File: src/rtl/add32_rr_seq_if.sv
// Request/response bundle for add32_rr_seq: two requesters' operands and
// handshakes on one side, the registered result presentation on the other.
interface add32_rr_seq_if;
   logic        req0;
   logic [31:0] a0;
   logic [31:0] b0;
   logic        ci0;
   logic        req1;
   logic [31:0] a1;
   logic [31:0] b1;
   logic        ci1;
   logic        gnt0;
   logic        gnt1;
   logic        done;
   logic        done_id;
   logic [31:0] result;
   logic        co;

   modport master (
      output req0, a0, b0, ci0, req1, a1, b1, ci1,
      input  gnt0, gnt1, done, done_id, result, co
   );

   modport slave (
      input  req0, a0, b0, ci0, req1, a1, b1, ci1,
      output gnt0, gnt1, done, done_id, result, co
   );
endinterface

File: src/rtl/add32_rr_seq.sv
// add32_rr_seq: round-robin shared 32-bit adder built on an 8-bit carry-lookahead
// slice (two chained cla4) that processes one operand byte per cycle.

// 4-bit carry-lookahead adder.
module cla4 (
   input  logic [3:0] a,
   input  logic [3:0] b,
   input  logic       ci,
   output logic [3:0] s,
   output logic       co
);
   logic [3:0] p;
   logic [3:0] g;
   logic [3:0] c;

   // Generate/propagate terms and flattened lookahead carries.
   always_comb begin
      p    = a ^ b;
      g    = a & b;
      c[0] = ci;
      c[1] = g[0] | (p[0] & ci);
      c[2] = g[1] | (p[1] & g[0]) | (p[1] & p[0] & ci);
      c[3] = g[2] | (p[2] & g[1]) | (p[2] & p[1] & g[0]) | (p[2] & p[1] & p[0] & ci);
      co   = g[3] | (p[3] & g[2]) | (p[3] & p[2] & g[1]) | (p[3] & p[2] & p[1] & g[0])
           | (p[3] & p[2] & p[1] & p[0] & ci);
      s    = p ^ c;
   end
endmodule

module add32_rr_seq (
   input logic           clk,
   input logic           reset_n,
   add32_rr_seq_if.slave bus
);
   typedef enum logic [1:0] {IDLE, BUSY, DONE} state_t;

   state_t      state_q;
   logic        last_q;
   logic        id_q;
   logic [31:0] a_q;
   logic [31:0] b_q;
   logic        carry_q;
   logic [1:0]  beat_q;
   logic [31:0] sum_q;
   logic [31:0] sum_d;
   logic [31:0] result_q;
   logic        co_q;
   logic        done_q;
   logic        done_id_q;
   logic        gnt0_q;
   logic        gnt1_q;

   logic [7:0]  slice_a;
   logic [7:0]  slice_b;
   logic [7:0]  slice_sum;
   logic        slice_mid;
   logic        slice_co;
   logic        win1_d;

   // Select the current operand byte for the shared slice.
   always_comb begin
      slice_a = a_q[{beat_q, 3'b000} +: 8];
      slice_b = b_q[{beat_q, 3'b000} +: 8];
   end

   cla4 u_cla_lo (
      .a  (slice_a[3:0]),
      .b  (slice_b[3:0]),
      .ci (carry_q),
      .s  (slice_sum[3:0]),
      .co (slice_mid)
   );

   cla4 u_cla_hi (
      .a  (slice_a[7:4]),
      .b  (slice_b[7:4]),
      .ci (slice_mid),
      .s  (slice_sum[7:4]),
      .co (slice_co)
   );

   // Working sum with the current beat's byte merged in; on the last beat this
   // is the complete result, so it feeds both sum_q and result_q.
   always_comb begin
      sum_d = sum_q;
      sum_d[{beat_q, 3'b000} +: 8] = slice_sum;
   end

   // Requester 1 wins when alone, or on a tie when requester 0 won last time.
   always_comb begin
      win1_d = bus.req1 & (~bus.req0 | ~last_q);
   end

   // Sequencer: arbitration/capture, four byte beats, one-cycle done.
   always_ff @(posedge clk or negedge reset_n) begin
      if (!reset_n) begin
         state_q   <= IDLE;
         last_q    <= 1'b1;
         id_q      <= 1'b0;
         a_q       <= '0;
         b_q       <= '0;
         carry_q   <= 1'b0;
         beat_q    <= '0;
         sum_q     <= '0;
         result_q  <= '0;
         co_q      <= 1'b0;
         done_q    <= 1'b0;
         done_id_q <= 1'b0;
         gnt0_q    <= 1'b0;
         gnt1_q    <= 1'b0;
      end else begin
         gnt0_q <= 1'b0;
         gnt1_q <= 1'b0;
         done_q <= 1'b0;
         case (state_q)
            IDLE: begin
               if (bus.req0 || bus.req1) begin
                  if (win1_d) begin
                     a_q     <= bus.a1;
                     b_q     <= bus.b1;
                     carry_q <= bus.ci1;
                     gnt1_q  <= 1'b1;
                  end else begin
                     a_q     <= bus.a0;
                     b_q     <= bus.b0;
                     carry_q <= bus.ci0;
                     gnt0_q  <= 1'b1;
                  end
                  id_q    <= win1_d;
                  last_q  <= win1_d;
                  beat_q  <= '0;
                  state_q <= BUSY;
               end
            end
            BUSY: begin
               sum_q   <= sum_d;
               carry_q <= slice_co;
               beat_q  <= beat_q + 2'd1;
               if (beat_q == 2'd3) begin
                  result_q  <= sum_d;
                  co_q      <= slice_co;
                  done_id_q <= id_q;
                  done_q    <= 1'b1;
                  state_q   <= DONE;
               end
            end
            DONE: state_q <= IDLE;
            default: state_q <= IDLE;
         endcase
      end
   end

   assign bus.gnt0    = gnt0_q;
   assign bus.gnt1    = gnt1_q;
   assign bus.done    = done_q;
   assign bus.done_id = done_id_q;
   assign bus.result  = result_q;
   assign bus.co      = co_q;
endmodule

File: src/flat_wrapper.sv
// flat-port wrapper written by rule: the top's interface ports become plain ports
module add32_rr_seq_flat 
  (clk, reset_n, bus_req0, bus_a0, bus_b0, bus_ci0, bus_req1, bus_a1, bus_b1, bus_ci1, bus_gnt0, bus_gnt1, bus_done, bus_done_id, bus_result, bus_co);
  add32_rr_seq_if bus_i ();
  input logic clk;
  input logic reset_n;
  input wire logic [$bits(bus_i.req0)-1:0] bus_req0;
  input wire logic [$bits(bus_i.a0)-1:0] bus_a0;
  input wire logic [$bits(bus_i.b0)-1:0] bus_b0;
  input wire logic [$bits(bus_i.ci0)-1:0] bus_ci0;
  input wire logic [$bits(bus_i.req1)-1:0] bus_req1;
  input wire logic [$bits(bus_i.a1)-1:0] bus_a1;
  input wire logic [$bits(bus_i.b1)-1:0] bus_b1;
  input wire logic [$bits(bus_i.ci1)-1:0] bus_ci1;
  output wire logic [$bits(bus_i.gnt0)-1:0] bus_gnt0;
  output wire logic [$bits(bus_i.gnt1)-1:0] bus_gnt1;
  output wire logic [$bits(bus_i.done)-1:0] bus_done;
  output wire logic [$bits(bus_i.done_id)-1:0] bus_done_id;
  output wire logic [$bits(bus_i.result)-1:0] bus_result;
  output wire logic [$bits(bus_i.co)-1:0] bus_co;
  assign bus_i.req0 = bus_req0;
  assign bus_i.a0 = bus_a0;
  assign bus_i.b0 = bus_b0;
  assign bus_i.ci0 = bus_ci0;
  assign bus_i.req1 = bus_req1;
  assign bus_i.a1 = bus_a1;
  assign bus_i.b1 = bus_b1;
  assign bus_i.ci1 = bus_ci1;
  assign bus_gnt0 = bus_i.gnt0;
  assign bus_gnt1 = bus_i.gnt1;
  assign bus_done = bus_i.done;
  assign bus_done_id = bus_i.done_id;
  assign bus_result = bus_i.result;
  assign bus_co = bus_i.co;
  add32_rr_seq u_core (.clk(clk), .reset_n(reset_n), .bus(bus_i));
endmodule
File: config.mk
export PLATFORM = sky130hd
export DESIGN_NAME = add32_rr_seq_flat
export DESIGN_NICKNAME = d
export VERILOG_FILES = /design/src/rtl/add32_rr_seq_if.sv /design/src/rtl/add32_rr_seq.sv /design/src/flat_wrapper.sv
export SDC_FILE = /design/constraint.sdc
export NUM_CORES = 1
export LEC_CHECK = 0
export ABC_AREA = 1
export BUFFER_PORTS_ARGS = -buffer_cell sky130_fd_sc_hd__buf_2
export CORE_ASPECT_RATIO = 0.9
export CORE_UTILIZATION = 30
export DETAILED_ROUTE_END_ITERATION = 6
export SYNTH_ARGS = -nofsm -noshare
export SYNTH_HDL_FRONTEND = slang
export SYNTH_SLANG_ARGS = --single-unit
File: constraint.sdc
create_clock -name clk -period 8.9 [get_ports clk]
set_input_delay 0 -clock clk [delete_from_list [all_inputs] [get_ports clk]]
set_output_delay 0 -clock clk [all_outputs]
set_load 0.03 [all_outputs]
==> impl_summary.md <==
Floorplan
The die is 161.7 um wide. The die boundary height is 145.8 um. The area of the core region is 22510 um2. After floorplanning, the core was divided into 52 placement rows. The die covers 23570 um2. The initial utilization of the core area, before any placement, comes to 30.60%.

The number of top-level pins is 171.

STA
In the post-route analysis, the smallest setup slack over all paths is 5401 ps. The number of hold violations in the final report is 0. The maximum clock rate is 285.8 MHz. The share of the clock period used by the worst path after layout is 39.31%. Setup repair after global routing left no endpoint under its margin.

Counting I/O delays and the setup requirement, the final critical path takes 3499 ps. Measured against its own limit, the worst slew margin works out to 29.40%. The total negative setup slack is 0 ps. The number of pins exceeding their max-slew limit in the final report was 0. The worst setup skew after layout is 9.631 ps. The transition time at the pin with the least slew margin is 1059 ps. The number of endpoints failing setup at the final stage is 0.

Clock tree
The clock root buffer is sky130_fd_sc_hd__clkbuf_16. The latest clock arrival within the worst-skew pair is 430 ps. The CTS tree is built.

The maximum level of the CTS H-tree is 4. The longest clock path from root to sink contains 2 buffers. The number of buffers created by CTS is 17. The clock sink count is 140.

The post-CTS resize count is 0. After clock tree synthesis, the clock-pin slew on the worst setup and hold paths is 60 ps.

Power and ir drop
IR analysis of the VDD net gives a maximum drop of 0.0001849 V. Dividing total power by cell area gives a power density of 398.2 nW/um2. The leakage power is 0.004976 uW.

Yosys
In this run the biggest area consumer among cell types represents 50.50% of the synthesized area. Counting flops and latches in the post-synthesis netlist gives 140. The synthesized cell area is 6888 um2.

Yosys attributes the largest share of cell area to sky130_fd_sc_hd__dfrtp_1 50%, sky130_fd_sc_hd__nand2_1 16%, sky130_fd_sc_hd__o21ai_0 10%. Synthesis produced a netlist whose cell count is 879. The number of synthesis warnings is 0. Yosys instantiated no cell more often than sky130_fd_sc_hd__nand2_1. In this run, distinct cell masters in the synthesized netlist total 30.

The net count after synthesis is 1029. Averaged over all synthesized cells, the footprint is 7.836 um2. The synthesized design contains 0 enable-type register cells. The portion of the post-synthesis area used by sequential elements is 50.88%.

The post-synthesis async set-or-reset flop share is 100.0%. After synthesis, the most frequently instantiated cells are 291 x sky130_fd_sc_hd__nand2_1, 144 x sky130_fd_sc_hd__o21ai_0, 139 x sky130_fd_sc_hd__dfrtp_1, 86 x sky130_fd_sc_hd__nor2_1, 46 x sky130_fd_sc_hd__inv_1. The post-synthesis cell type with the largest combined area is sky130_fd_sc_hd__dfrtp_1. The top flip-flop cell by instance count after synthesis is sky130_fd_sc_hd__dfrtp_1.

Routing
The pre-antenna-repair detailed-routing pass consisted of 5 iterations. The first routing iteration left 460 violations. After detailed routing, the number of remaining DRC violations is 0. Wires add up to 22.05 mm. The detailed router placed 6988 vias in this run. The average detailed-routed wire length per instance is 15.03 um. The count of nets left with antenna violations after detail routing is 0. In the routed layout, each cell is associated on average with a via count of 4.763.

Placed design
The placement-stage worst setup slack is 5477 ps. Once placement finished, the instance area stood at 7964 um2. The count of buffers from port buffering is 170.

The half-perimeter wire length after detailed placement is 14.55 mm. The final weighted congestion in routability-driven placement is 0.7952. The number of instances in the placed design is 1304.

Outcome
The flow ran to the end, and the final reports show no timing, DRC or antenna violations.

Worst setup path
The number of buffers and inverters on the critical path is 2. The kind of launch point of the worst setup path is a register. The critical path is of the reg2reg type. Measured in cells, the most critical reg-to-reg path has a length of 11. The startpoint of the worst-slack reg-to-reg timing path is u_core.beat_q[0]. In this run the worst path has a maximum fanout of 40. The critical-path cell with the highest stage delay is sky130_fd_sc_hd__inv_1. For the worst setup path, the data arrival time is 3810 ps. Setup slack on the worst reg-to-reg path comes out at 5400 ps.

The critical path goes through inv_1 > o21ai_0 > o22ai_1 > ha_1 > a21o_1 > a21oi_1 > nand2_1 > a21o_1 > nand2_1 > o211ai_1 > dlygate4sd3_1. The gate family responsible for the most delay along the worst path is buffers and inverters. The delay of the slowest critical-path stage is 750 ps. STA classifies the critical path endpoint as a register. In this run the critical register-to-register path is captured at u_core.carry_q. STA puts the critical path data required time at 9210 ps.

Layout
The finished cells cover 9966 um2. The area growth from synthesis to layout is 44.69%. The number of cells in the finished layout apart from fillers is 1467. In the final layout, the share of cells above drive strength 1 is 19.32%. The total number of nets in the final design is 1307. The number of diodes added for antenna fixing is 0.

GRT
The pin count of the biggest net entering global routing is 84. The final global-route overflow total is 0. The overall track demand over capacity in global routing is 19.14%. The number of global-route vias before repair is 6868.

The first global-routing pass estimated 35.27 mm of wire. The number of antenna violations at the first check in global routing is 0.

Job
Across the run, the number of max-cap violations was 0.

Hold path
The worst hold path belongs to the class in2async.
## worst max-delay path by stage
| stage | start | to | slack (ps) | depth (start not counted) |
|---|---|---|---|---|
| 5_1_grt | u_core.beat_q[0] | u_core.sum_q[13] | 4980 | 15 |
| 3_3_place_gp | u_core.beat_q[0] | u_core.sum_q[13] | 5620 | 15 |
| 3_5_place_dp | u_core.beat_q[1] | u_core.sum_q[13] | 5480 | 15 |
| 4_1_cts | u_core.beat_q[0] | u_core.carry_q | 5420 | 11 |
| 2_1_floorplan | u_core.beat_q[0] | u_core.sum_q[20] | 6070 | 15 |
| 6_report | u_core.beat_q[0] | u_core.carry_q | 5400 | 11 |
## state kept, by name, indices dropped and copies added (netlist names), 2 cells and up
register / flops
u_core.beat_q: 2
u_core.a_q: 32
u_core.state_q: 2
u_core.bus.result: 32
u_core.sum_q: 32
u_core.b_q: 32
## what timing repair did
action                                 CTS  global route
setup buffers                            0             0
hold buffers                           131             0
endpoints found under the hold margin  122             0
## through the flow
step | utilization (%) | total power (uW) | hold WS, ps
2_1_floorplan | - | 2277 | -295.6
3_3_place_gp | 35.38 | 2815 | -5.117
3_5_place_dp | 35.38 | 2848 | -4.861
4_1_cts | 44.27 | 3976 | 171.4
5_1_grt | 44.27 | 4273 | 213.5
6_report | 44.27 | 3968 | 126.3
## layer usage
layer	up-vias	GRT usage, %	part of all wire (%)
met5	-	0	0
met4	0	4.764	1.1
met3	20	3.448	4.3
met2	210	31.51	48
met1	3335	25.97	47
li1	3423	-	-
## final cells by class
| cell class | count | area, um2 |
|---|---|---|
| flip-flops and latches | 140 | 3505 |
| clock buffers | 19 | 452.9 |
| clock inverters | 13 | 237.7 |
| multi-input cells | 640 | 2994 |
| repair buffers | 307 | 2213 |
| inverters | 51 | 191.4 |
| well taps | 297 | 371.6 |
| fillers | 2282 | 12550 |
## cells in the final DEF, fill, tap and decap left out, types with 2 or more instances in the layout
| cell | synthesis | layout |
|---|---|---|
| sky130_fd_sc_hd__clkinv_4 | 0 | 3 |
| sky130_fd_sc_hd__o32ai_1 | 2 | 2 |
| sky130_fd_sc_hd__o21ai_1 | 7 | 7 |
| sky130_fd_sc_hd__nand2_1 | 291 | 291 |
| sky130_fd_sc_hd__o21ai_2 | 3 | 2 |
| sky130_fd_sc_hd__inv_1 | 46 | 46 |
| sky130_fd_sc_hd__nor2_1 | 86 | 86 |
| sky130_fd_sc_hd__xnor2_1 | 3 | 3 |
| sky130_fd_sc_hd__buf_2 | 20 | 169 |
| sky130_fd_sc_hd__a21o_1 | 2 | 2 |
| sky130_fd_sc_hd__o21ai_0 | 144 | 144 |
| sky130_fd_sc_hd__fa_1 | 2 | 2 |
| sky130_fd_sc_hd__dfrtp_1 | 139 | 139 |
| sky130_fd_sc_hd__nand2_2 | 6 | 6 |
| sky130_fd_sc_hd__nand4_1 | 5 | 5 |
| sky130_fd_sc_hd__bufinv_16 | 0 | 6 |
| sky130_fd_sc_hd__clkbuf_8 | 0 | 2 |
| sky130_fd_sc_hd__inv_2 | 4 | 4 |
| sky130_fd_sc_hd__dlygate4sd3_1 | 0 | 131 |
| sky130_fd_sc_hd__ha_1 | 14 | 14 |
| sky130_fd_sc_hd__clkinvlp_4 | 0 | 3 |
| sky130_fd_sc_hd__a21oi_1 | 5 | 5 |
| sky130_fd_sc_hd__nand3_1 | 29 | 29 |
| sky130_fd_sc_hd__buf_4 | 0 | 6 |
| sky130_fd_sc_hd__o22ai_1 | 33 | 33 |
| sky130_fd_sc_hd__clkbuf_16 | 0 | 17 |
| sky130_fd_sc_hd__a31oi_1 | 2 | 2 |
## report_power, final
group          switching (uW)  internal (uW)
Sequential                168            900
Clock                     287            543
Combinational            1260            808
Total                    1720           2250
## cells by family (layout without fill, tap and decap cells)
logic type	after synthesis	in the layout	synth area share, %
XOR/XNOR	3	3	0.3815
AND/OR/NAND/NOR	422	422	24.38
AO/OA/AOI/OAI	199	199	15.48
buffers and inverters	99	390	5.758
flip-flops	140	140	50.88
adder cells (fa/ha/maj)	16	16	3.124
No activity file was read; power rests on OpenSTA's default activity.
